==> config.mk <==
export PLATFORM = sky130hd
export DESIGN_NAME = alu_iter
export DESIGN_NICKNAME = d
export VERILOG_FILES = /design/src/rtl/alu_iter_pkg.sv /design/src/rtl/alu_iter_slice.sv /design/src/rtl/alu_iter.sv
export SDC_FILE = /design/constraint.sdc
export NUM_CORES = 1
export LEC_CHECK = 0
export ABC_AREA = 1
export BUFFER_PORTS_ARGS = -buffer_cell sky130_fd_sc_hd__buf_2
export CORE_AREA = 2 2 71 73
export CTS_BUF_LIST = sky130_fd_sc_hd__clkbuf_8
export DETAILED_ROUTE_END_ITERATION = 6
export DIE_AREA = 0 0 73 75
export PLACE_DENSITY = 0.77
export SYNTH_ARGS = -nofsm -noshare
export SYNTH_HDL_FRONTEND = slang
export SYNTH_SLANG_ARGS = --single-unit
==> constraint.sdc <==
create_clock -name clk -period 2.7 [get_ports clk]
set_input_delay 0.54 -clock clk [delete_from_list [all_inputs] [get_ports clk]]
set_output_delay 0.54 -clock clk [all_outputs]
set_load 0.02 [all_outputs]
==> src/rtl/alu_iter_pkg.sv <==
// alu_iter_pkg: shared definitions for the iterative slice ALU.
//   - opcode constants OP_ADD .. OP_PASS (5-bit opcode space; 9..31 reserved)
//   - state_t : controller states IDLE / RUN / DONE
//   - is_arith(): true for the carry-chain opcodes ADD, ADC, SUB, SBC
package alu_iter_pkg;

  localparam logic [4:0] OP_ADD  = 5'd0;
  localparam logic [4:0] OP_ADC  = 5'd1;
  localparam logic [4:0] OP_SUB  = 5'd2;
  localparam logic [4:0] OP_SBC  = 5'd3;
  localparam logic [4:0] OP_AND  = 5'd4;
  localparam logic [4:0] OP_OR   = 5'd5;
  localparam logic [4:0] OP_XOR  = 5'd6;
  localparam logic [4:0] OP_NOT  = 5'd7;
  localparam logic [4:0] OP_PASS = 5'd8;

  typedef enum logic [1:0] {
    IDLE = 2'd0,
    RUN  = 2'd1,
    DONE = 2'd2
  } state_t;

  function automatic logic is_arith(input logic [4:0] op);
    return (op <= OP_SBC);
  endfunction

endpackage

==> src/rtl/alu_iter_slice.sv <==
// alu_slice_w: combinational SLICE_W-bit ALU slice.
// Ports:
//   op        in   opcode
//   r, s      in   operand slices
//   carry_in  in   carry into bit 0 of the slice
//   res       out  result slice (0 for reserved opcodes)
//   carry_out out  carry out of the slice top bit (0 for non-arithmetic ops)
//   carry_msb out  carry into the slice top bit; present only when
//                  ALU_ITER_OVF_EN is defined
module alu_slice_w
  import alu_iter_pkg::*;
#(
  parameter int SLICE_W = 2
) (
  input  logic [4:0]         op,
  input  logic [SLICE_W-1:0] r,
  input  logic [SLICE_W-1:0] s,
  input  logic               carry_in,
  output logic [SLICE_W-1:0] res,
  output logic               carry_out
`ifdef ALU_ITER_OVF_EN
  ,
  output logic               carry_msb
`endif
);

  logic [SLICE_W-1:0] b;
  logic [SLICE_W-1:0] sum;
  logic [SLICE_W:0]   chain;

  // Ripple adder; subtraction is r + ~s + carry, the carry supplying the +1.
  always_comb begin
    b        = (op == OP_SUB || op == OP_SBC) ? ~s : s;
    sum      = '0;
    chain    = '0;
    chain[0] = carry_in;
    for (int i = 0; i < SLICE_W; i++) begin
      sum[i]       = r[i] ^ b[i] ^ chain[i];
      chain[i+1]   = (r[i] & b[i]) | (chain[i] & (r[i] ^ b[i]));
    end
  end

  always_comb begin
    res       = '0;
    carry_out = 1'b0;
    case (op)
      OP_ADD, OP_ADC, OP_SUB, OP_SBC: begin
        res       = sum;
        carry_out = chain[SLICE_W];
      end
      OP_AND:  res = r & s;
      OP_OR:   res = r | s;
      OP_XOR:  res = r ^ s;
      OP_NOT:  res = ~r;
      OP_PASS: res = s;
      default: res = '0;
    endcase
  end

`ifdef ALU_ITER_OVF_EN
  assign carry_msb = is_arith(op) ? chain[SLICE_W-1] : 1'b0;
`endif

endmodule

==> src/rtl/alu_iter.sv <==
// alu_iter: multi-cycle ALU iterating one SLICE_W-bit slice LSB-first over
// WIDTH-bit operands, carry chained through a register. Latency is
// N = WIDTH/SLICE_W cycles from acceptance to out_valid.
// Build option: define ALU_ITER_OVF_EN to compute the signed-overflow flag;
// otherwise ovf is tied to 0 and the MSB carry-in tracking is absent.
// Ports:
//   clk, rst_n            clock (rising edge), async active-low reset
//   in_valid / in_ready   request handshake (in_ready high only in IDLE)
//   op, r, s, c_in        opcode, operands, carry in (ADC/SBC); sampled on accept
//   out_valid / out_ready result handshake (out_valid held until accepted)
//   result                WIDTH-bit result, held until the next completion
//   c_out, zero, neg, ovf flags, latched with result
//   busy                  high while iterating
//
// state | meaning
// IDLE  | waiting for a request, in_ready=1
// RUN   | one slice per cycle, cnt = slice index
// DONE  | result presented, waiting for out_ready
module alu_iter
  import alu_iter_pkg::*;
#(
  parameter int WIDTH   = 8,
  parameter int SLICE_W = 2
) (
  input  logic             clk,
  input  logic             rst_n,
  input  logic             in_valid,
  output logic             in_ready,
  input  logic [4:0]       op,
  input  logic [WIDTH-1:0] r,
  input  logic [WIDTH-1:0] s,
  input  logic             c_in,
  output logic             out_valid,
  input  logic             out_ready,
  output logic [WIDTH-1:0] result,
  output logic             c_out,
  output logic             zero,
  output logic             neg,
  output logic             ovf,
  output logic             busy
);

  localparam int N     = WIDTH / SLICE_W;
  localparam int CNT_W = (N > 1) ? $clog2(N) : 1;
  localparam logic [CNT_W-1:0] CNT_LAST = CNT_W'(N - 1);

  state_t             state, state_next;
  logic [CNT_W-1:0]   cnt;
  logic [4:0]         op_reg;
  logic [WIDTH-1:0]   r_reg, s_reg;
  logic [WIDTH-1:0]   acc, acc_next;
  logic               carry, carry_init;
  logic               accept, last;
  int                 lsb;
  logic [SLICE_W-1:0] r_sl, s_sl, res_sl;
  logic               sl_cout;
`ifdef ALU_ITER_OVF_EN
  logic               sl_cmsb;
`endif

  assign accept = in_valid && in_ready;
  assign last   = (state == RUN) && (cnt == CNT_LAST);

  always_ff @(posedge clk or negedge rst_n) begin
    if (!rst_n) state <= IDLE;
    else        state <= state_next;
  end

  always_comb begin
    state_next = state;
    in_ready   = 1'b0;
    busy       = 1'b0;
    out_valid  = 1'b0;
    case (state)
      IDLE: begin
        in_ready = 1'b1;
        if (in_valid) state_next = RUN;
      end
      RUN: begin
        busy = 1'b1;
        if (cnt == CNT_LAST) state_next = DONE;
      end
      DONE: begin
        out_valid = 1'b1;
        if (out_ready) state_next = IDLE;
      end
      default: state_next = IDLE;
    endcase
  end

  always_comb begin
    case (op)
      OP_ADC, OP_SBC: carry_init = c_in;
      OP_SUB:         carry_init = 1'b1;
      default:        carry_init = 1'b0;
    endcase
  end

  always_comb begin
    lsb                      = int'(cnt) * SLICE_W;
    r_sl                     = r_reg[lsb +: SLICE_W];
    s_sl                     = s_reg[lsb +: SLICE_W];
    acc_next                 = acc;
    acc_next[lsb +: SLICE_W] = res_sl;
  end

  alu_slice_w #(.SLICE_W(SLICE_W)) u_slice (
    .op        (op_reg),
    .r         (r_sl),
    .s         (s_sl),
    .carry_in  (carry),
    .res       (res_sl),
    .carry_out (sl_cout)
`ifdef ALU_ITER_OVF_EN
    ,
    .carry_msb (sl_cmsb)
`endif
  );

  // Operand and working registers carry no reset; they are always loaded
  // before being used.
  always_ff @(posedge clk) begin
    if (accept) begin
      op_reg <= op;
      r_reg  <= r;
      s_reg  <= s;
    end
    if (state == RUN) acc <= acc_next;
  end

  // result/flags update only on completion so they stay valid through the
  // following operation's RUN phase.
  always_ff @(posedge clk or negedge rst_n) begin
    if (!rst_n) begin
      cnt    <= '0;
      carry  <= 1'b0;
      result <= '0;
      c_out  <= 1'b0;
      zero   <= 1'b0;
      neg    <= 1'b0;
    end else if (accept) begin
      cnt   <= '0;
      carry <= carry_init;
    end else if (state == RUN) begin
      cnt   <= cnt + CNT_W'(1);
      carry <= sl_cout;
      if (last) begin
        result <= acc_next;
        c_out  <= sl_cout;
        zero   <= (acc_next == '0);
        neg    <= acc_next[WIDTH-1];
      end
    end
  end

`ifdef ALU_ITER_OVF_EN
  always_ff @(posedge clk or negedge rst_n) begin
    if (!rst_n)    ovf <= 1'b0;
    else if (last) ovf <= is_arith(op_reg) & (sl_cout ^ sl_cmsb);
  end
`else
  assign ovf = 1'b0;
`endif

endmodule

==> results.py, run 1 <==
metrics = {
    "synth": {
        "synth.ff_latch_count": 44,
        "postSynthCellCount": 230,
        "postSynthAreaPerCell_um2": 9.85,
        "cell_area_after_technology_mapping_um2": 2270,
        "synth_enable_flop_cells": 29,
        "synth_largest_area_cell": "sky130_fd_sc_hd__edfxtp_1",
        "yosysWarningCount": 0,
        "ys_types": 33,
        "yosys-top-cells-area": "sky130_fd_sc_hd__edfxtp_1 (38%), sky130_fd_sc_hd__dfrtp_1 (17%), sky130_fd_sc_hd__nand2_1 (11%), sky130_fd_sc_hd__ha_1 (5.0%), sky130_fd_sc_hd__nand3_1 (3.8%)",
        "synth_ff_type": "sky130_fd_sc_hd__edfxtp_1",
        "syn_nets": 267,
        "synth_sequential_area_ratio_pct": 55.0,
        "postSynth.asyncResetShare_pct": 34.1,
        "synth_top_cell_area_share_pct": 38.4,
        "synth.cells.most_frequent": "sky130_fd_sc_hd__nand2_1 (64), sky130_fd_sc_hd__edfxtp_1 (29), sky130_fd_sc_hd__inv_1 (22)",
        "synth_most_common_cell": "sky130_fd_sc_hd__nand2_1",
    },
    "route": {
        "dr.pass1.iters": 4,
        "postRouteWirelength_mm": 4.33,
        "final_antenna_net_count": 0,
        "initialDrtViolationCount": 95,
        "wl_per_cell_um": 12.6,
        "remaining_drc_errors": 0,
        "vias_per_cell": 4.98,
        "vias": 1709,
    },
    "die": {
        "ports_placed_on_the_boundary": 41,
        "die_height_um": 75,
        "placeableCoreArea_um2": 4660,
        "die_width_um": 73,
        "full_die_area_um2": 5480,
        "placementRows": 25,
        "initial_utilization_pct": 48.6,
    },
    "worst_setup_path": {
        "rr_startpoint": "op_reg[1]",
        "worst-endpoint-arrival_ps": 3040,
        "critPathCapture": "zero",
        "timing.critical_path.cells": "inv_2, or2_4, a2111oi_4, xor2_1, fa_2, fa_1, nand3_1, nand2_1, nor2_2, nand2_2, nand2_2, nand2_2, nor2_2, nand2_1, nor2_2, nand3_1, nand2_1",
        "cpPeakStageDelay_ps": 430,
        "ff2ff_setup_slack_ps": -100,
        "timing.critical_path.from": "op_reg[1]",
        "timing.critical_path.depth": 17,
        "worstRegToRegCells": 17,
        "worst_r2r_endpoint": "zero",
        "critical_path.slowest_cell": "sky130_fd_sc_hd__fa_1",
        "timing.critical_path.fanout_max": 4,
        "critical_path_end_type": "flip-flop",
        "critical_path_buf_inv_count": 1,
        "critPathLaunchType": "flip-flop",
        "critical-path-top-delay-family": "simple AND/OR/NAND/NOR gates",
        "worst-endpoint-required_ps": 2940,
        "worstSetupPathType": "reg2reg",
    },
    "timing": {
        "skew_ps": 8.64,
        "post-route-period-util_pct": 104,
        "report.final.hold_viol_count": 0,
        "unrepaired_setup_endpoints_after_global_routing": "true",
        "fmax_mhz": 357,
        "fin_tns_setup_ps": -333,
        "finalWorstSetupSlack_ps": -101,
        "setup_violations": 7,
        "fin_crit_ps": 2800,
        "max_slew_violation_count": 0,
    },
    "power_and_ir_drop": {
        "irDropWorstVdd_uv": 624,
        "pwr_density_cell_nw_per_um2": 1170,
        "power.total_uw": 3230,
        "total_leakage_power_uw": 0.00133,
    },
    "clocking": {
        "number_of_buffers_added_by_the_clock_tree_synthesis_step": 5,
        "clock_tree.htree_level_count": 2,
        "path_clk_slew_ps": 80,
        "clock_path_buffers": 2,
        "clock_tree.root_cell": "sky130_fd_sc_hd__clkbuf_8",
        "worstSkewPairLatency_ps": 290,
        "cts_tree": "yes",
        "tritoncts_num_sinks": 44,
    },
    "global_route": {
        "global_route.usage.total_pct": 17.1,
        "wire_length_of_the_first_global_routing_pass_mm": 7.13,
        "grt_pass1_vias": 1665,
        "grt-ovfl-total": 0,
        "grt_antenna_before_repair": 0,
        "pin_count_of_the_biggest_net_entering_global_routing": 24,
    },
    "placed_design": {
        "hpwl_mm": 3.20,
        "pre_cts_setup_slack_ps": -152,
        "place.port_buffers": 39,
        "final_gp_congestion": 0.891,
    },
    "layout": {
        "antenna-diode-count": 0,
        "filler_cell_count": 389,
        "final_layout_size_suffix_gt1_share_pct": 34.6,
        "finalNetCount": 325,
        "layout-area-overhead-vs-synth_pct": 22.3,
    },
    "min_path": {
        "hold_removal_path_class": "in2async",
    },
    "run": {
        "count_of_max_cap_constraint_violations": 0,
    },
    "status": {
        "violations": "setup timing",
        "run_status": "complete, but fails checks",
    },
}
[report_power, final]
group          switching [µW]  total, µW  internal, µW  leakage [µW]
Combinational             972       1520           549      0.000791
Sequential                120       1130          1010      0.000469
Clock                     212        578           366     0.0000695
Total                    1300       3230          1930       0.00133
[per-layer routing]
metal | GRT usage (%) | share of wire, % | vias up
met1 | 21.4 | 42 | 793
met5 | 0 | 0 | -
li1 | - | - | 867
met3 | 3.48 | 4.3 | 9
met4 | 6.79 | 1.9 | 0
met2 | 29.2 | 51 | 40
[cell type report]
class                   count  area (µm²)  share of cell area (%)
flip-flops and latches     44        1250                    45.0
multi-input cells         153         892                    32.2
inverters                  28         110                    3.97
clock buffers               5        68.8                    2.48
repair buffers             56         323                    11.6
clock inverters             3        63.8                    2.30
well taps                  54        67.6                    2.44
[cells by family (layout without fill, tap and decap cells)]
group,Yosys count,after routing,share of synthesized area [%]
buffers and inverters,33,92,6.68
adders and majority gates,11,11,6.74
other,1,1,0.165
DFF,44,44,55.0
AOI/OAI and AO/OA,12,12,4.14
muxes,1,1,0.442
and+or+nand+nor,126,126,26.1
xor gates and xnor gates,2,2,0.773
[cells in the final DEF (no fill, tap or decap), drive strengths merged]
| master | count |
|---|---|
| o31ai | 1 |
| nand2 | 75 |
| buf | 56 |
| edfxtp | 29 |
| or2 | 1 |
| mux2i | 1 |
| a2111oi | 1 |
| xor2 | 2 |
| o21a | 1 |
| conb | 1 |
| nor4 | 1 |
| clkbuf | 5 |
| nor3 | 3 |
| fa | 2 |
| bufinv | 2 |
| nor2 | 19 |
| dfrtp | 15 |
| clkinv | 1 |
| inv | 28 |
| nand3 | 19 |
| ha | 9 |
| o21ai | 8 |
| nand4 | 8 |
| a22oi | 1 |
[worst min path at each step]
stage / start / end / slack, ps / cells past startpoint
after floorplan: rst_n / c_out / 240 / 0
after global placement: rst_n / result[1] / 460 / 1
after detailed placement: result[2] / result[2] / 460 / 2
after CTS: rst_n / cnt[0] / 150 / 1
after global routing: rst_n / cnt[0] / 160 / 1
final: rst_n / result[0] / 140 / 1
[worst reg2reg max path, delay by kind of cell (launching register included)]
kind                     cells  cell delay (ps)
flip-flops                   1              370
adder cells (fa/ha/maj)      2              790
buffers and inverters        1               50
AO/OA/AOI/OAI                1              330
XOR/XNOR                     1              130
AND/OR/NAND/NOR             12             1080
[per-stage QoR]
| stage | area (µm²) | hold WS (ps) | instances | utilization [%] |
|---|---|---|---|---|
| 4_1_cts | 2750 | 147 | 342 | 59.1 |
| 3_5_place_dp | 2610 | 462 | 334 | 56.1 |
| 6_report | 2770 | 142 | 343 | 59.5 |
| 3_3_place_gp | 2610 | 460 | 334 | 56.1 |
| 2_1_floorplan | 2270 | 244 | 230 | - |
| 5_1_grt | 2770 | 159 | 343 | 59.5 |
[repair_timing]
item | CTS | global route
setup buffers | 0 | 1
gates resized for setup | 4 | 4
pin swaps | 2 | 1
setup endpoints to repair | 9 | 9
hold buffers | 0 | 0
(Power assumes the default switching activity.)
==> run 2, diff against run 1 <==
--- a/config.mk
+++ b/config.mk
@@ -11,6 +11,7 @@
 export CTS_BUF_LIST = sky130_fd_sc_hd__clkbuf_8
 export DETAILED_ROUTE_END_ITERATION = 6
 export DIE_AREA = 0 0 73 75
+export MAX_ROUTING_LAYER = met4
 export PLACE_DENSITY = 0.77
 export SYNTH_ARGS = -nofsm -noshare
 export SYNTH_HDL_FRONTEND = slang
==> results.py, run 2 (synthesis results as in run 1) <==
metrics = {
    "status": {
        "run_status": "complete, but fails checks",
        "violations": "setup timing",
    },
    "power_and_ir_drop": {
        "power.total_uw": 3230,
        "pwr_density_cell_nw_per_um2": 1170,
        "total_leakage_power_uw": 0.00133,
        "irDropWorstVdd_uv": 624,
    },
    "clocking": {
        "number_of_buffers_added_by_the_clock_tree_synthesis_step": 5,
        "path_clk_slew_ps": 80,
        "clock_tree.htree_level_count": 2,
        "tritoncts_num_sinks": 44,
        "cts_tree": "yes",
        "ctsHoldBuffers": 0,
        "clock_tree.root_cell": "sky130_fd_sc_hd__clkbuf_8",
        "clock_path_buffers": 2,
        "worstSkewPairLatency_ps": 290,
    },
    "route": {
        "met3WireLength_um": 187,
        "met1Wirelength_mm": 1.83,
        "wl_per_cell_um": 12.6,
        "postRouteWirelength_mm": 4.34,
        "topRoutingLayerUsed": "met4",
        "remaining_drc_errors": 0,
        "dr.pass1.iters": 4,
        "met2WireLength_mm": 2.24,
        "vias": 1716,
        "final_antenna_net_count": 0,
        "initialDrtViolationCount": 100,
        "vias_per_cell": 5.00,
    },
    "layout": {
        "filler_cell_count": 389,
        "final_cell_mix": "sky130_fd_sc_hd__nand2_1 (60), sky130_fd_sc_hd__buf_2 (39), sky130_fd_sc_hd__edfxtp_1 (29), sky130_fd_sc_hd__inv_1 (22), sky130_fd_sc_hd__buf_4 (17)",
        "most_common_cell_after_layout_fill_and_taps_aside": "sky130_fd_sc_hd__nand2_1",
        "antenna-diode-count": 0,
        "area_of_the_multi_input_gates_um2": 892,
        "layout-area-overhead-vs-synth_pct": 22.3,
        "ff_latch_area_um2": 1250,
        "final_layout_size_suffix_gt1_share_pct": 34.6,
        "finalNetCount": 325,
    },
    "timing": {
        "report.final.hold_viol_count": 0,
        "skew_ps": 9.73,
        "finalWorstSetupSlack_ps": -102,
        "post-route-period-util_pct": 104,
        "fmax_mhz": 357,
        "fin_crit_ps": 2800,
        "setup_violations": 7,
        "unrepaired_setup_endpoints_after_global_routing": "true",
        "max_slew_violation_count": 0,
    },
    "worst_setup_path": {
        "timing.critical_path.cells": "inv_2, or2_4, a2111oi_4, xor2_1, fa_2, fa_1, nand3_1, nand2_1, nor2_2, nand2_2, nand2_2, nand2_2, nor2_2, nand2_1, nor2_2, nand3_1, nand2_1",
        "critical_path_end_type": "flip-flop",
        "worst-endpoint-arrival_ps": 3040,
        "critical-path-top-delay-family": "simple AND/OR/NAND/NOR gates",
        "critPathLaunchType": "flip-flop",
        "worstSetupPathType": "reg2reg",
        "worst-endpoint-required_ps": 2940,
        "timing.critical_path.fanout_max": 4,
        "critical_path_buf_inv_count": 1,
        "cpPeakStageDelay_ps": 430,
        "critical_path.slowest_cell": "sky130_fd_sc_hd__fa_1",
    },
    "placed_design": {
        "pre_cts_setup_slack_ps": -152,
        "final_gp_congestion": 0.907,
        "place.port_buffers": 39,
        "hpwl_mm": 3.20,
    },
    "min_path": {
        "hold_removal_path_class": "in2async",
    },
    "die": {
        "die_width_um": 73,
        "die_height_um": 75,
        "ports_placed_on_the_boundary": 41,
        "full_die_area_um2": 5480,
        "initial_utilization_pct": 48.6,
        "placementRows": 25,
        "placeableCoreArea_um2": 4660,
    },
    "global_route": {
        "wire_length_of_the_first_global_routing_pass_mm": 7.13,
        "grt_pass1_vias": 1668,
        "pin_count_of_the_biggest_net_entering_global_routing": 24,
        "grt_antenna_before_repair": 0,
        "grt-ovfl-total": 0,
        "global_route.usage.total_pct": 17.6,
    },
    "run": {
        "count_of_max_cap_constraint_violations": 0,
    },
}
run 2: cell counts in the layout (fill, tap and decap cells not counted):
No cell type changed its count.
run 2: power by group:
part / switching [µW] / total, µW / internal [µW]
Combinational: 972 / 1520 / 549
Sequential: 120 / 1130 / 1010
Clock: 214 / 579 / 366
Total: 1310 / 3230 / 1930
run 2: per-layer routing:
layer  global-route usage, %  up-vias
met5                       -        -
met4                    6.79        0
met3                    3.48        9
met2                    29.2       42
met1                    21.4      799
li1                        -      866
run 2: worst reg2reg max path, delay by kind of cell, from the launching register on:
kind / cells / cell delay (ps)
AO/OA/AOI/OAI: 1 / 330
XOR/XNOR: 1 / 130
adder cells (fa/ha/maj): 2 / 790
buffers and inverters: 1 / 50
flip-flops: 1 / 370
AND/OR/NAND/NOR: 12 / 1080
run 2: final cells by class:
class                   instances  area share (%)
flip-flops and latches         44            45.0
multi-input cells             153            32.2
repair buffers                 56            11.6
inverters                      28            3.97
clock buffers                   5            2.48
well taps                      54            2.44
clock inverters                 3            2.30
run 2: worst paths after layout:
path | from | endpoint | depth (start not counted) | slack, ps
setup / recovery | op_reg[1] | zero | 17 | -100
hold / removal | rst_n | result[0] | 1 | 140
setup reg to reg | op_reg[1] | zero | 17 | -100
hold reg to reg | result[1] | result[1] | 2 | 480
max in group asynchronous | rst_n | result[2] | 1 | 2290
min in group clk | r[0] | r_reg[0] | 1 | 410
run 2: what timing repair did:
item	4_1_cts	5_1_grt
pin swaps	2	1
gates resized for setup	4	4
buffers inserted	0	1
cloned	0	0
endpoints found under the hold margin	0	0
setup endpoints to repair	9	9
run 2: through the flow:
| step | hold WS (ps) | util, % | instances | area, µm² | setup TNS (ps) |
|---|---|---|---|---|---|
| floorplan | 244 | - | 230 | 2270 | -103 |
| global placement | 460 | 56.1 | 334 | 2610 | -84.6 |
| finish | 142 | 59.5 | 343 | 2770 | -338 |
| global route | 159 | 59.5 | 343 | 2770 | -1740 |
| CTS | 147 | 59.1 | 342 | 2750 | -223 |
| detailed placement | 462 | 56.1 | 334 | 2610 | -539 |
